`config.mk`:
```
export PLATFORM = sky130hd
export DESIGN_NAME = sram_ctrl_ws_flat
export DESIGN_NICKNAME = d
export VERILOG_FILES = /design/src/rtl/sram_ctrl_pkg.sv /design/src/rtl/sram_ctrl_ws_if.sv /design/src/rtl/sram_ws_counter.sv /design/src/rtl/sram_ctrl_ws.sv /design/src/flat_wrapper.sv
export SDC_FILE = /design/constraint.sdc
export NUM_CORES = 1
export LEC_CHECK = 0
export ABC_AREA = 0
export CAP_MARGIN = 20
export CORE_ASPECT_RATIO = 0.7
export CORE_UTILIZATION = 30
export DETAILED_ROUTE_END_ITERATION = 6
export GPL_ROUTABILITY_DRIVEN = 0
export PLACE_DENSITY = 0.68
export SYNTH_ARGS = -nofsm -noshare
export SYNTH_HDL_FRONTEND = slang
export SYNTH_SLANG_ARGS = --single-unit
export TNS_END_PERCENT = 1
```
`constraint.sdc`:
```
create_clock -name clk -period 3.6 [get_ports clk]
set_input_delay 0.72 -clock clk [delete_from_list [all_inputs] [get_ports clk]]
set_output_delay 0.72 -clock clk [all_outputs]
set_load 0.05 [all_outputs]
```
`src/rtl/sram_ctrl_pkg.sv`:
```
`default_nettype none
// ============================================================================
// Module      : sram_ctrl_pkg
// Description : Shared constants for the wait-state SRAM controller: FSM
//               encodings, wait-counter width and default geometry.
// Revision    : 1.0 - initial release
// ============================================================================
package sram_ctrl_pkg;

    localparam logic [1:0] ST_IDLE   = 2'd0;
    localparam logic [1:0] ST_ACCESS = 2'd1;
    localparam logic [1:0] ST_RESP   = 2'd2;

    localparam int WS_CNT_W = 4;

    localparam int DEF_ADDR_W      = 20;
    localparam int DEF_DATA_W      = 32;
    localparam int DEF_WAIT_CYCLES = 1;
    localparam int DEF_MEM_WORDS   = 1 << 20;

endpackage
`default_nettype wire

```
`src/rtl/sram_ctrl_ws_if.sv`:
```
`default_nettype none
// ============================================================================
// Module      : sram_ctrl_ws_if
// Description : CPU request/response and SRAM macro signals of the controller.
//               slave = controller side, master = CPU + SRAM side.
// Revision    : 1.0 - initial release
// ============================================================================
interface sram_ctrl_ws_if
    import sram_ctrl_pkg::*;
#(
    parameter int ADDR_W = DEF_ADDR_W,
    parameter int DATA_W = DEF_DATA_W
) ();

    localparam int BE_W = DATA_W / 8;

    logic              req_valid;
    logic              req_ready;
    logic              req_we;
    logic [ADDR_W-1:0] req_addr;
    logic [DATA_W-1:0] req_wdata;
    logic [BE_W-1:0]   req_be;
    logic              rsp_valid;
    logic [DATA_W-1:0] rsp_rdata;
    logic              rsp_err;
    logic [ADDR_W-1:0] sram_addr;
    logic [DATA_W-1:0] sram_wdata;
    logic [BE_W-1:0]   sram_be;
    logic              sram_we;
    logic              sram_re;
    logic [DATA_W-1:0] sram_rdata;

    modport slave (
        input  req_valid, req_we, req_addr, req_wdata, req_be, sram_rdata,
        output req_ready, rsp_valid, rsp_rdata, rsp_err,
        output sram_addr, sram_wdata, sram_be, sram_we, sram_re
    );

    modport master (
        output req_valid, req_we, req_addr, req_wdata, req_be, sram_rdata,
        input  req_ready, rsp_valid, rsp_rdata, rsp_err,
        input  sram_addr, sram_wdata, sram_be, sram_we, sram_re
    );

endinterface
`default_nettype wire

```
`src/rtl/sram_ws_counter.sv`:
```
`default_nettype none
// ============================================================================
// Module      : sram_ws_counter
// Description : Loadable down-counter with zero flag, times the strobe phase.
// Revision    : 1.0 - initial release
// ============================================================================
module sram_ws_counter
    import sram_ctrl_pkg::*;
#(
    parameter int WIDTH = WS_CNT_W
) (
    input  wire logic             clk,
    input  wire logic             rst_n,
    input  wire logic             load,
    input  wire logic [WIDTH-1:0] load_val,
    input  wire logic             dec,
    output logic                  zero
);

    logic [WIDTH-1:0] r_count;

    always_ff @(posedge clk or negedge rst_n) begin
        if (!rst_n) begin
            r_count <= '0;
        end else if (load) begin
            r_count <= load_val;
        end else if (dec) begin
            r_count <= r_count - 1'b1;
        end
    end

    assign zero = (r_count == '0);

endmodule
`default_nettype wire

```
`src/rtl/sram_ctrl_ws.sv`:
```
`default_nettype none
// ============================================================================
// Module      : sram_ctrl_ws
// Description : Single-outstanding SRAM controller with programmable wait
//               states. Define SRAM_CTRL_RANGE_CHK_EN to reject addresses
//               at or beyond MEM_WORDS with rsp_err.
// Revision    : 1.0 - initial release
// ============================================================================
module sram_ctrl_ws
    import sram_ctrl_pkg::*;
#(
    parameter int ADDR_W      = DEF_ADDR_W,
    parameter int DATA_W      = DEF_DATA_W,
    parameter int WAIT_CYCLES = DEF_WAIT_CYCLES,
    parameter int MEM_WORDS   = DEF_MEM_WORDS
) (
    input  wire logic     clk,
    input  wire logic     rst_n,
    sram_ctrl_ws_if.slave bus
);

    localparam int                  BE_W      = DATA_W / 8;
    localparam logic [WS_CNT_W-1:0] C_WAIT_LD = WS_CNT_W'(WAIT_CYCLES);

    if (DATA_W % 8 != 0 || WAIT_CYCLES < 0 || WAIT_CYCLES > 15 || MEM_WORDS < 1) begin : g_bad_params
        $error("sram_ctrl_ws: illegal parameter combination");
    end

    logic [1:0]        r_state;
    logic [ADDR_W-1:0] r_sram_addr;
    logic [DATA_W-1:0] r_sram_wdata;
    logic [BE_W-1:0]   r_sram_be;
    logic              r_sram_we;
    logic              r_sram_re;
    logic              r_rsp_valid;
    logic [DATA_W-1:0] r_rsp_rdata;

    logic w_accept;
    logic w_range_err;
    logic w_cnt_load;
    logic w_cnt_dec;
    logic w_cnt_zero;

    assign w_accept = (r_state == ST_IDLE) && bus.req_valid;

`ifdef SRAM_CTRL_RANGE_CHK_EN
    localparam logic [32:0] C_MEM_WORDS = 33'(MEM_WORDS);

    logic r_rsp_err;

    assign w_range_err = (33'(bus.req_addr) >= C_MEM_WORDS);

    // Error flag is only ever set alongside the direct IDLE->RESP hop.
    always_ff @(posedge clk or negedge rst_n) begin
        if (!rst_n) begin
            r_rsp_err <= 1'b0;
        end else if (w_accept) begin
            r_rsp_err <= w_range_err;
        end else if (r_state == ST_RESP) begin
            r_rsp_err <= 1'b0;
        end
    end

    assign bus.rsp_err = r_rsp_err;
`else
    assign w_range_err = 1'b0;
    assign bus.rsp_err = 1'b0;
`endif

    assign w_cnt_load = w_accept && !w_range_err;
    assign w_cnt_dec  = (r_state == ST_ACCESS) && !w_cnt_zero;

    sram_ws_counter #(
        .WIDTH (WS_CNT_W)
    ) u_ws_counter (
        .clk      (clk),
        .rst_n    (rst_n),
        .load     (w_cnt_load),
        .load_val (C_WAIT_LD),
        .dec      (w_cnt_dec),
        .zero     (w_cnt_zero)
    );

    always_ff @(posedge clk or negedge rst_n) begin
        if (!rst_n) begin
            r_state      <= ST_IDLE;
            r_sram_addr  <= '0;
            r_sram_wdata <= '0;
            r_sram_be    <= '0;
            r_sram_we    <= 1'b0;
            r_sram_re    <= 1'b0;
            r_rsp_valid  <= 1'b0;
            r_rsp_rdata  <= '0;
        end else begin
            r_rsp_valid <= 1'b0;
            case (r_state)
                ST_IDLE: begin
                    if (w_accept) begin
                        if (w_range_err) begin
                            r_state     <= ST_RESP;
                            r_rsp_valid <= 1'b1;
                        end else begin
                            r_sram_addr  <= bus.req_addr;
                            r_sram_wdata <= bus.req_wdata;
                            r_sram_be    <= bus.req_we ? bus.req_be : {BE_W{1'b1}};
                            r_sram_we    <= bus.req_we;
                            r_sram_re    <= !bus.req_we;
                            r_state      <= ST_ACCESS;
                        end
                    end
                end
                ST_ACCESS: begin
                    // SRAM data is only guaranteed at the end of the last strobe cycle.
                    if (w_cnt_zero) begin
                        if (r_sram_re) begin
                            r_rsp_rdata <= bus.sram_rdata;
                        end
                        r_sram_we   <= 1'b0;
                        r_sram_re   <= 1'b0;
                        r_rsp_valid <= 1'b1;
                        r_state     <= ST_RESP;
                    end
                end
                ST_RESP: begin
                    r_state <= ST_IDLE;
                end
                default: begin
                    r_state <= ST_IDLE;
                end
            endcase
        end
    end

    assign bus.req_ready  = (r_state == ST_IDLE);
    assign bus.rsp_valid  = r_rsp_valid;
    assign bus.rsp_rdata  = r_rsp_rdata;
    assign bus.sram_addr  = r_sram_addr;
    assign bus.sram_wdata = r_sram_wdata;
    assign bus.sram_be    = r_sram_be;
    assign bus.sram_we    = r_sram_we;
    assign bus.sram_re    = r_sram_re;

endmodule
`default_nettype wire

```
`src/flat_wrapper.sv`:
```
// flat-port wrapper written by rule: the top's interface ports become plain ports
module sram_ctrl_ws_flat import sram_ctrl_pkg::*;
#(
    parameter int ADDR_W      = DEF_ADDR_W,
    parameter int DATA_W      = DEF_DATA_W,
    parameter int WAIT_CYCLES = DEF_WAIT_CYCLES,
    parameter int MEM_WORDS   = DEF_MEM_WORDS
)
  (clk, rst_n, bus_req_valid, bus_req_we, bus_req_addr, bus_req_wdata, bus_req_be, bus_sram_rdata, bus_req_ready, bus_rsp_valid, bus_rsp_rdata, bus_rsp_err, bus_sram_addr, bus_sram_wdata, bus_sram_be, bus_sram_we, bus_sram_re);
  sram_ctrl_ws_if #(.ADDR_W(ADDR_W), .DATA_W(DATA_W)) bus_i ();
  input  wire logic clk;
  input  wire logic rst_n;
  input wire logic [$bits(bus_i.req_valid)-1:0] bus_req_valid;
  input wire logic [$bits(bus_i.req_we)-1:0] bus_req_we;
  input wire logic [$bits(bus_i.req_addr)-1:0] bus_req_addr;
  input wire logic [$bits(bus_i.req_wdata)-1:0] bus_req_wdata;
  input wire logic [$bits(bus_i.req_be)-1:0] bus_req_be;
  input wire logic [$bits(bus_i.sram_rdata)-1:0] bus_sram_rdata;
  output wire logic [$bits(bus_i.req_ready)-1:0] bus_req_ready;
  output wire logic [$bits(bus_i.rsp_valid)-1:0] bus_rsp_valid;
  output wire logic [$bits(bus_i.rsp_rdata)-1:0] bus_rsp_rdata;
  output wire logic [$bits(bus_i.rsp_err)-1:0] bus_rsp_err;
  output wire logic [$bits(bus_i.sram_addr)-1:0] bus_sram_addr;
  output wire logic [$bits(bus_i.sram_wdata)-1:0] bus_sram_wdata;
  output wire logic [$bits(bus_i.sram_be)-1:0] bus_sram_be;
  output wire logic [$bits(bus_i.sram_we)-1:0] bus_sram_we;
  output wire logic [$bits(bus_i.sram_re)-1:0] bus_sram_re;
  assign bus_i.req_valid = bus_req_valid;
  assign bus_i.req_we = bus_req_we;
  assign bus_i.req_addr = bus_req_addr;
  assign bus_i.req_wdata = bus_req_wdata;
  assign bus_i.req_be = bus_req_be;
  assign bus_i.sram_rdata = bus_sram_rdata;
  assign bus_req_ready = bus_i.req_ready;
  assign bus_rsp_valid = bus_i.rsp_valid;
  assign bus_rsp_rdata = bus_i.rsp_rdata;
  assign bus_rsp_err = bus_i.rsp_err;
  assign bus_sram_addr = bus_i.sram_addr;
  assign bus_sram_wdata = bus_i.sram_wdata;
  assign bus_sram_be = bus_i.sram_be;
  assign bus_sram_we = bus_i.sram_we;
  assign bus_sram_re = bus_i.sram_re;
  sram_ctrl_ws #(.ADDR_W(ADDR_W), .DATA_W(DATA_W), .WAIT_CYCLES(WAIT_CYCLES), .MEM_WORDS(MEM_WORDS)) u_core (.clk(clk), .rst_n(rst_n), .bus(bus_i));
endmodule
```
==> results of run 1 <==
## worst register-to-register path: cells and delay by family (launching register included)
family,cells,cell delay (ns)
multiplexers,1,0.41
flip-flops,1,0.41
buffers and inverters,2,0.46
AND/OR/NAND/NOR,2,0.55
adder cells (fa/ha/maj),1,0.19
## report_power, final
part	internal (W)	switching, W
Combinational	0.00126	0.00247
Clock	0.000540	0.000401
Sequential	0.00160	0.000290
Total	0.00340	0.00317
## logic make-up after synthesis
group | Yosys count
other | 1
flip-flops | 97
adder cells (fa/ha/maj) | 1
AND/OR/NAND/NOR | 184
multiplexers | 34
AO/OA/AOI/OAI | 8
buffers and inverters | 24
## cells in the final DEF (no fill, tap or decap), types with 2 or more instances in the layout
| master | Yosys | final |
|---|---|---|
| a31oi_1 | 4 | 4 |
| dfrtp_1 | 97 | 97 |
| mux2i_1 | 2 | 2 |
| nor2_1 | 8 | 8 |
| o21ai_0 | 2 | 2 |
| clkbuf_16 | 0 | 9 |
| buf_4 | 1 | 6 |
| inv_1 | 7 | 7 |
| mux2_1 | 6 | 6 |
| nor2b_1 | 2 | 2 |
| clkinvlp_4 | 0 | 4 |
| mux2_2 | 26 | 26 |
| nand3_1 | 2 | 2 |
| nand2_1 | 163 | 163 |
| clkdlybuf4s50_1 | 0 | 182 |
## layout make-up
class	instances	area [µm²]	area share, %
Clock buffer	10	229	3.80
Clock inverter	6	68.8	1.14
Inverter	7	26.3	0.436
Multi-Input combinational cell	228	1190	19.8
Sequential cell	97	2430	40.3
Tap cell	157	196	3.26
Timing Repair Buffer	189	1890	31.3
## flip-flops by register name (all words and copies together), names as in the netlist
signal	count
u_core.bus.rsp_rdata	32
u_core.u_ws_counter.r_count	4
u_core.bus.sram_wdata	32
u_core.bus.sram_re	1
u_core.bus.sram_be	4
u_core.bus.sram_we	1
u_core.bus.rsp_valid	1
u_core.r_state	2
u_core.bus.sram_addr	20
## synthesized netlist by cell type
master and n:
conb_1 1, o22ai_1 1, or3b_4 1, nor2b_1 2
a31oi_1 4, or3_1 1, or4_1 1, nor3_4 1
nor2_1 8, nand2_1 163, mux2_2 26, buf_4 1
or2_2 1, mux2i_1 2, clkbuf_1 11, dfrtp_1 97
nand2b_1 1, mux2_1 6, o21bai_1 1, ha_1 1
buf_6 3, nor3b_1 1, inv_1 7, nand3_1 2
buf_2 2, or3b_2 1, o21ai_0 2, nor4bb_1 1
## how the worst min path moves through the flow
stage | cells past startpoint | endpoint
floorplan | 0 | u_core.bus.rsp_rdata[0]$_DFFE_PN0P_
global placement | 2 | u_core.bus.sram_wdata[28]$_DFFE_PN0P_
detailed placement | 2 | u_core.bus.sram_wdata[20]$_DFFE_PN0P_
CTS | 1 | u_core.bus.rsp_rdata[30]$_DFFE_PN0P_
global route | 1 | u_core.bus.rsp_rdata[30]$_DFFE_PN0P_
finish | 1 | u_core.bus.rsp_rdata[30]$_DFFE_PN0P_
## metrics by stage
stage | util (%) | instance area (µm²) | std cells | hold slack [ns] | setup slack [ns]
3_3_place_gp | 47.9 | 5710 | 677 | 0.457 | 1.00
4_1_cts | 50.4 | 6010 | 693 | 0.426 | 1.13
5_1_grt | 50.5 | 6030 | 694 | 0.443 | 1.08
2_1_floorplan | - | 3740 | 349 | 0.424 | 1.73
6_report | 50.5 | 6030 | 694 | 0.404 | 1.15
3_5_place_dp | 47.9 | 5710 | 677 | 0.462 | 0.987
## routing by layer
metal	vias to the layer above	routed length, µm	global-route usage [%]	part of all wire (%)
li1	1460	-	-	-
met2	126	4580	25.8	47
met4	0	70	3.93	0.72
met5	-	0	0	0
met3	7	785	5.42	8.1
met1	1418	4230	19.8	44
==> impl_metrics.csv, run 1 <==
group,metric,value,unit
run_status,status,"finished clean",
synth,syn_area_per_cell,10.7,µm²
worst_hold_path,hold_class,"in -> async",
clock_tree,root_buffer,"clkbuf_16",
sta,clock_skew,0.00686,ns
critical_path,cp.depth,2,
critical_path,cpPeakStageDelay,0.81,ns
synth,ys_warn_count,0,
floorplan,initial_core_util,31.3,%
pwr,powerDensity,1090,nW/µm²
synth,synth_fp_nets,442,
synth,synth.ff_latch_count,97,
route,dr.pass1.iters,4,
grt,grt_max_degree,57,
grt,first_global_vias,3124,
route,vias_per_cell,4.34,
sta,min_period,2.45,ns
critical_path,critPathTopFamily,"buffers and inverters",
grt,gr-usage-all-layers,15.7,%
grt,grt_pass1_wl,15600,µm
sta,slew_viol_final,0,
critical_path,critPathBufInv,1,
clock_tree,ctsResizeCount,0,
synth,synthTopCellsByArea,"dfrtp_1, nand2_1, mux2_2, mux2_1, clkbuf_1",
grt,overflow,0,
synth,yosysTopAreaCellShare,65.0,%
synth,synth_top_area_cell,"dfrtp_1",
critical_path,crit_slowest_cell,"clkdlybuf4s50_1",
critical_path,start_kind,"flip-flop",
clock_tree,htree_levels,3,
critical_path,critPathMaxFanout,7,
sta,grt_setup_unrepaired,"false",
floorplan,die_w,135,µm
placement,io_buffers,183,
critical_path,cp-end-kind,"output port",
clock_tree,postCtsHoldBufs,0,
critical_path,worstPathArrival,1.73,ns
critical_path,critical_path.startpoint,"u_core.r_state[0]$_DFFE_PN0P_",
pwr,leakage,2.78,nW
critical_path,critPathCapture,"bus_req_ready",
synth,synthMuxAreaShare,10.2,%
pwr,ir_worst_vdd,0.471,mV
clock_tree,numCtsBuffers,9,
route,wl,9670,µm
critical_path,regToRegEndpoint,"u_core.bus.rsp_rdata[9]$_DFFE_PN0P_",
grt,antenna_found_initial,0,
sta,max_freq,0.408,GHz
sta,worst_pin_slew,0.652,ns
finish,drive_gt1_share,9.87,%
critical_path,r2r_slack,1.47,ns
route,vias,3011,
finish,nNetsFinal,625,
floorplan,die-area,12900,µm²
sta,setup_violations,0,
finish,area_delta_synth_final,61.4,%
finish,num-fill-cells,1063,
clock_tree,post_cts_buffers,0,
critical_path,cp_cell_sequence,"nor2_1 -> clkdlybuf4s50_1",
critical_path,crit_type,"reg -> out",
route,first_iter_violations,56,
synth,yosysSeqAreaShare,65.0,%
synth,syn_inst,349,
sta,max-slew-margin-rel,56.5,%
synth,synth-simple-area-share,19.9,%
sta,final.setup.tns,0,ns
sta,finalHoldViolations,0,
placement,dp_hpwl,6990,µm
sta,min_period_over_period,68.0,%
clock_tree,path_clk_slew,0.07,ns
clock_tree,clock_sinks,97,
floorplan,die_y,95.4,µm
floorplan,core,11900,µm²
floorplan,num_rows,33,
synth,synth_top_family_by_area,"simple AND/OR/NAND/NOR gates",
critical_path,reg2reg_depth,6,
synth,synthXorXnorAreaFrac,0,%
synth,synth-adder-area-share,0.335,%
critical_path,r2r_start,"u_core.u_ws_counter.r_count[0]$_DFFE_PN0P_",
finish,num_antenna_cells,0,
route,route.detailed.drc,0,
critical_path,worstPathRequired,2.88,ns
route,drtAntennaViolNets,0,
floorplan,ios,185,
synth,synth_cell_types,28,
synth,synth_compound_area_share,1.31,%
pwr,total_power,0.00657,W
route,wl_per_cell,13.9,µm
synth,synthesis.area,3740,µm²
clock_tree,cts_tree,"yes",
run,drv_cap,0,
clock_tree,clock_path_buffers,2,
clock_tree,clock_latency,0.33,ns
Power figures use the tool's default switching activity.
==> run 2: changes to the inputs <==
- clock period: 3.6 -> 2.3 ns (I/O delays scaled with it)
==> impl_metrics.csv, run 2 (synthesized netlist as in run 1, its figures left out) <==
group,metric,value,unit
clock_tree,clock_sinks,97,
route,first_iter_violations,65,
placement,io_buffers,183,
clock_tree,ctsResizeCount,0,
sta,min_period,2.20,ns
finish,num-fill-cells,1027,
route,drtAntennaViolNets,0,
floorplan,core,11900,µm²
finish,num_antenna_cells,0,
route,wl,9370,µm
clock_tree,path_clk_slew,0.07,ns
sta,setup_ws,0.101,ns
sta,setup_violations,0,
critical_path,r2r_start,"u_core.u_ws_counter.r_count[0]$_DFFE_PN0P_",
pwr,leakage,2.80,nW
sta,finalHoldViolations,0,
floorplan,die_w,135,µm
critical_path,critical_path.startpoint,"u_core.r_state[0]$_DFFE_PN0P_",
route,vias_per_cell,4.26,
clock_tree,clock_latency,0.33,ns
critical_path,worstPathArrival,1.74,ns
finish,area_delta_synth_final,62.2,%
sta,clock_skew,0.00599,ns
grt,gr-usage-all-layers,15.1,%
floorplan,initial_core_util,31.3,%
critical_path,cp-end-kind,"output port",
clock_tree,root_buffer,"clkbuf_16",
finish,utilization,50.8,%
sta,final.setup.tns,0,ns
run_status,status,"finished clean",
placement,dp_hpwl,6900,µm
clock_tree,htree_levels,3,
route,route.detailed.drc,0,
route,vias,2955,
worst_hold_path,hold_class,"in -> async",
grt,overflow,0,
critical_path,start_kind,"flip-flop",
pwr,ir_worst_vdd,0.926,mV
finish,nNetsFinal,625,
grt,grt_max_degree,51,
finish,drive_gt1_share,9.89,%
critical_path,critPathMaxFanout,7,
floorplan,die-area,12900,µm²
critical_path,crit_type,"reg -> out",
grt,first_global_vias,3049,
sta,slew_viol_final,0,
critical_path,worstPathRequired,1.84,ns
floorplan,ios,185,
clock_tree,postCtsHoldBufs,0,
clock_tree,cts_tree,"yes",
sta,max-slew-margin-rel,57.7,%
route,dr.pass1.iters,4,
sta,max_freq,0.455,GHz
clock_tree,numCtsBuffers,9,
sta,grt_setup_unrepaired,"false",
floorplan,die_y,95.4,µm
pwr,powerDensity,1710,nW/µm²
finish,final_cell_mix,"clkdlybuf4s50_1, nand2_1, dfrtp_1",
clock_tree,post_cts_buffers,0,
critical_path,cp_cell_sequence,"nor2_1 -> clkdlybuf4s50_1",
route,wl_per_cell,13.5,µm
sta,worst_pin_slew,0.634,ns
sta,min_period_over_period,95.6,%
placement,pre_cts_ws,0.295,ns
floorplan,num_rows,33,
grt,grt_pass1_wl,15000,µm
clock_tree,clock_path_buffers,2,
run,drv_cap,0,
grt,antenna_found_initial,0,
critical_path,cpPeakStageDelay,0.81,ns
critical_path,crit_slowest_cell,"clkdlybuf4s50_1",
finish,layout_commonest_cell,"clkdlybuf4s50_1",
==> run 2: cell count changes in the layout (fill, tap and decap cells not counted), sizes merged <==
| cell | previous run | this run |
|---|---|---|
| inv | 7 | 8 |
| bufinv | 1 | 2 |
| clkinvlp | 4 | 3 |
| clkinv | 1 | 0 |
| clkbuf | 10 | 9 |
==> run 2: layer usage <==
| layer | wire (µm) | vias to the layer above | share of wire [%] | GRT usage (%) |
|---|---|---|---|---|
| met1 | 4280 | 1366 | 46 | 20.0 |
| met4 | 95 | 0 | 1.0 | 4.40 |
| li1 | - | 1458 | - | - |
| met2 | 4220 | 121 | 45 | 23.2 |
| met3 | 769 | 10 | 8.2 | 5.48 |
| met5 | 0 | - | 0 | 0 |
==> run 2: final timing paths <==
path	endpoint	slack (ns)	cells past startpoint
max	bus_req_ready	0.10	2
min	u_core.bus.rsp_rdata[27]$_DFFE_PN0P_	0.13	1
max reg2reg	u_core.bus.rsp_rdata[17]$_DFFE_PN0P_	0.30	6
min reg2reg	u_core.bus.sram_wdata[0]$_DFFE_PN0P_	0.47	2
max in group asynchronous	u_core.bus.sram_be[0]$_DFFE_PN0P_	1.47	2
min in group clk	u_core.bus.sram_wdata[0]$_DFFE_PN0P_	0.47	2
==> run 2: worst max-delay path, delay by kind of cell, from the launching register on <==
| kind | cells | cell delay, ns |
|---|---|---|
| simple gates | 1 | 0.14 |
| buf+inv | 1 | 0.81 |
| flops | 1 | 0.45 |
==> run 2: final cells by class <==
cell class | count | area (µm²) | share of cell area [%]
clock buffer | 9 | 225 | 3.72
tap | 157 | 196 | 3.24
multi-input combinational | 228 | 1190 | 19.7
inverter | 7 | 26.3 | 0.434
timing repair buffer | 189 | 1900 | 31.3
clock inverter | 6 | 91.3 | 1.51
sequential | 97 | 2430 | 40.0
==> run 2: stage by stage <==
step           area (µm²)  cells  total power, W  hold WS, ns
2_1_floorplan        3740    349         0.00674        0.164
3_3_place_gp         5740    678         0.00874        0.458
3_5_place_dp         5740    678         0.00884        0.462
4_1_cts              6060    693          0.0105        0.149
5_1_grt              6060    693          0.0109        0.172
6_report             6060    693          0.0104        0.128
==> run 2: report_power, final <==
| part | switching, W | total, W | leakage, nW | internal, W |
|---|---|---|---|---|
| Sequential | 0.000469 | 0.00297 | 1.19 | 0.00251 |
| Combinational | 0.00382 | 0.00580 | 1.46 | 0.00198 |
| Clock | 0.000630 | 0.00158 | 0.144 | 0.000950 |
| Total | 0.00492 | 0.0104 | 2.80 | 0.00543 |
==> run 3: changes to the inputs <==
- CORE_MARGIN: default -> 2
==> impl_metrics.csv, run 3 (synthesized netlist as in run 1, its figures left out) <==
group,metric,value,unit
run_status,status,"finished clean",
clock_tree,clock_latency,0.34,ns
route,drtAntennaViolNets,0,
pwr,total_power,0.0104,W
finish,regArea,2430,µm²
critical_path,critPathBufInv,1,
floorplan,die-area,13400,µm²
sta,max-slew-margin-rel,64.2,%
pwr,ir_worst_vdd,0.831,mV
sta,max_freq,0.502,GHz
sta,setup_ws,0.308,ns
pwr,power.internal,0.00546,W
route,route.detailed.drc,0,
route,first_iter_violations,49,
clock_tree,ctsResizeCount,0,
pwr,switching_share,47.4,%
pwr,seqPwrFrac,28.5,%
finish,final_cell_mix,"clkdlybuf4s50_1, nand2_1, dfrtp_1",
clock_tree,cts_tree,"yes",
floorplan,die_w,137,µm
pwr,leakage,2.82,nW
route,wl_per_cell,13.4,µm
critical_path,worstPathRequired,1.84,ns
critical_path,worstPathArrival,1.53,ns
sta,final.setup.tns,0,ns
sta,min_period_over_period,86.6,%
route,wl,9390,µm
floorplan,core,12300,µm²
grt,grt_max_degree,39,
route,dr.pass1.iters,5,
sta,worst_pin_slew,0.535,ns
finish,layout_commonest_cell,"clkdlybuf4s50_1",
sta,finalHoldViolations,0,
sta,setup_violations,0,
pwr,powerDensity,1710,nW/µm²
clock_tree,path_clk_slew,0.06,ns
worst_hold_path,hold_class,"in -> async",
floorplan,die_y,97.4,µm
route,vias,2968,
critical_path,regToRegEndpoint,"u_core.bus.rsp_rdata[6]$_DFFE_PN0P_",
critical_path,critPathMaxFanout,2,
grt,gr-usage-all-layers,14.3,%
pwr,power_frac_comb,55.8,%
critical_path,cpPeakStageDelay,0.83,ns
critical_path,critPathTopFamily,"buffers and inverters",
placement,dp_hpwl,6930,µm
critical_path,crit_type,"reg -> out",
placement,io_buffers,183,
clock_tree,numCtsBuffers,9,
sta,grt_setup_unrepaired,"false",
pwr,clkPwrFrac,15.7,%
floorplan,ios,185,
route,vias_per_cell,4.23,
placement,pre_cts_ws,0.299,ns
finish,num_antenna_cells,0,
clock_tree,htree_levels,3,
clock_tree,clock_sinks,97,
grt,grt_pass1_wl,14900,µm
clock_tree,root_buffer,"clkbuf_16",
floorplan,initial_core_util,30.4,%
critical_path,start_kind,"flip-flop",
sta,hold_ws,0.0651,ns
clock_tree,clock_path_buffers,2,
sta,clock_skew,0.00553,ns
critical_path,r2r_start,"u_core.u_ws_counter.r_count[0]$_DFFE_PN0P_",
grt,overflow,0,
critical_path,cp-end-kind,"output port",
pwr,switchingPower,0.00492,W
grt,antenna_found_initial,0,
finish,num-fill-cells,1097,
clock_tree,post_cts_buffers,0,
sta,slew_viol_final,0,
sta,min_period,1.99,ns
critical_path,r2r_slack,0.31,ns
clock_tree,postCtsHoldBufs,0,
critical_path,crit_slowest_cell,"clkdlybuf4s50_1",
finish,drive_gt1_share,10.6,%
finish,nNetsFinal,627,
critical_path,cp.depth,1,
grt,first_global_vias,3010,
critical_path,cp_cell_sequence,"clkdlybuf4s50_1",
critical_path,reg2reg_depth,6,
finish,area_delta_synth_final,62.7,%
floorplan,num_rows,34,
run,drv_cap,0,
finish,multiInputGateArea,1190,µm²
run 3: through the flow:
| step | cells | area (µm²) | utilization, % |
|---|---|---|---|
| 5_1_grt | 701 | 6080 | 49.5 |
| 6_report | 701 | 6080 | 49.5 |
| 3_5_place_dp | 685 | 5750 | 46.8 |
| 2_1_floorplan | 349 | 3740 | - |
| 3_3_place_gp | 685 | 5750 | 46.8 |
| 4_1_cts | 701 | 6080 | 49.5 |
run 3: power groups by stage:
| stage | combinational [W] | clock, W | sequential (W) |
|---|---|---|---|
| finish | 0.00580 | 0.00163 | 0.00296 |
| global route | 0.00612 | 0.00176 | 0.00306 |
| CTS | 0.00586 | 0.00169 | 0.00297 |
| detailed placement | 0.00586 | 0 | 0.00298 |
| global placement | 0.00578 | 0 | 0.00296 |
| floorplan | 0.00118 | 0 | 0.00556 |
run 3: area by class of cell:
cell class	instances	area share (%)
clock buffer	10	3.93
sequential	97	39.9
inverter	7	0.432
multi-input combinational	228	19.7
tap	162	3.33
timing repair buffer	191	31.2
clock inverter	6	1.48
run 3: layer usage:
| metal | wire (µm) | vias to the layer above | track usage [%] |
|---|---|---|---|
| li1 | - | 1467 | - |
| met1 | 4240 | 1376 | 18.4 |
| met2 | 4120 | 117 | 22.1 |
| met3 | 918 | 8 | 5.79 |
| met4 | 114 | 0 | 4.04 |
| met5 | 0 | - | 0 |
run 3: worst max-delay path by stage:
stage / start / to / slack [ns]
6_report: u_core.bus.sram_wdata[8]$_DFFE_PN0P_ / bus_sram_wdata[8] / 0.31
5_1_grt: u_core.u_ws_counter.r_count[0]$_DFFE_PN0P_ / u_core.bus.rsp_rdata[6]$_DFFE_PN0P_ / 0.20
4_1_cts: u_core.bus.sram_wdata[8]$_DFFE_PN0P_ / bus_sram_wdata[8] / 0.28
3_5_place_dp: u_core.u_ws_counter.r_count[0]$_DFFE_PN0P_ / u_core.bus.rsp_rdata[6]$_DFFE_PN0P_ / 0.30
3_3_place_gp: u_core.u_ws_counter.r_count[0]$_DFFE_PN0P_ / u_core.bus.rsp_rdata[4]$_DFFE_PN0P_ / 0.35
2_1_floorplan: u_core.u_ws_counter.r_count[0]$_DFFE_PN0P_ / u_core.bus.rsp_rdata[10]$_DFFE_PN0P_ / 0.43
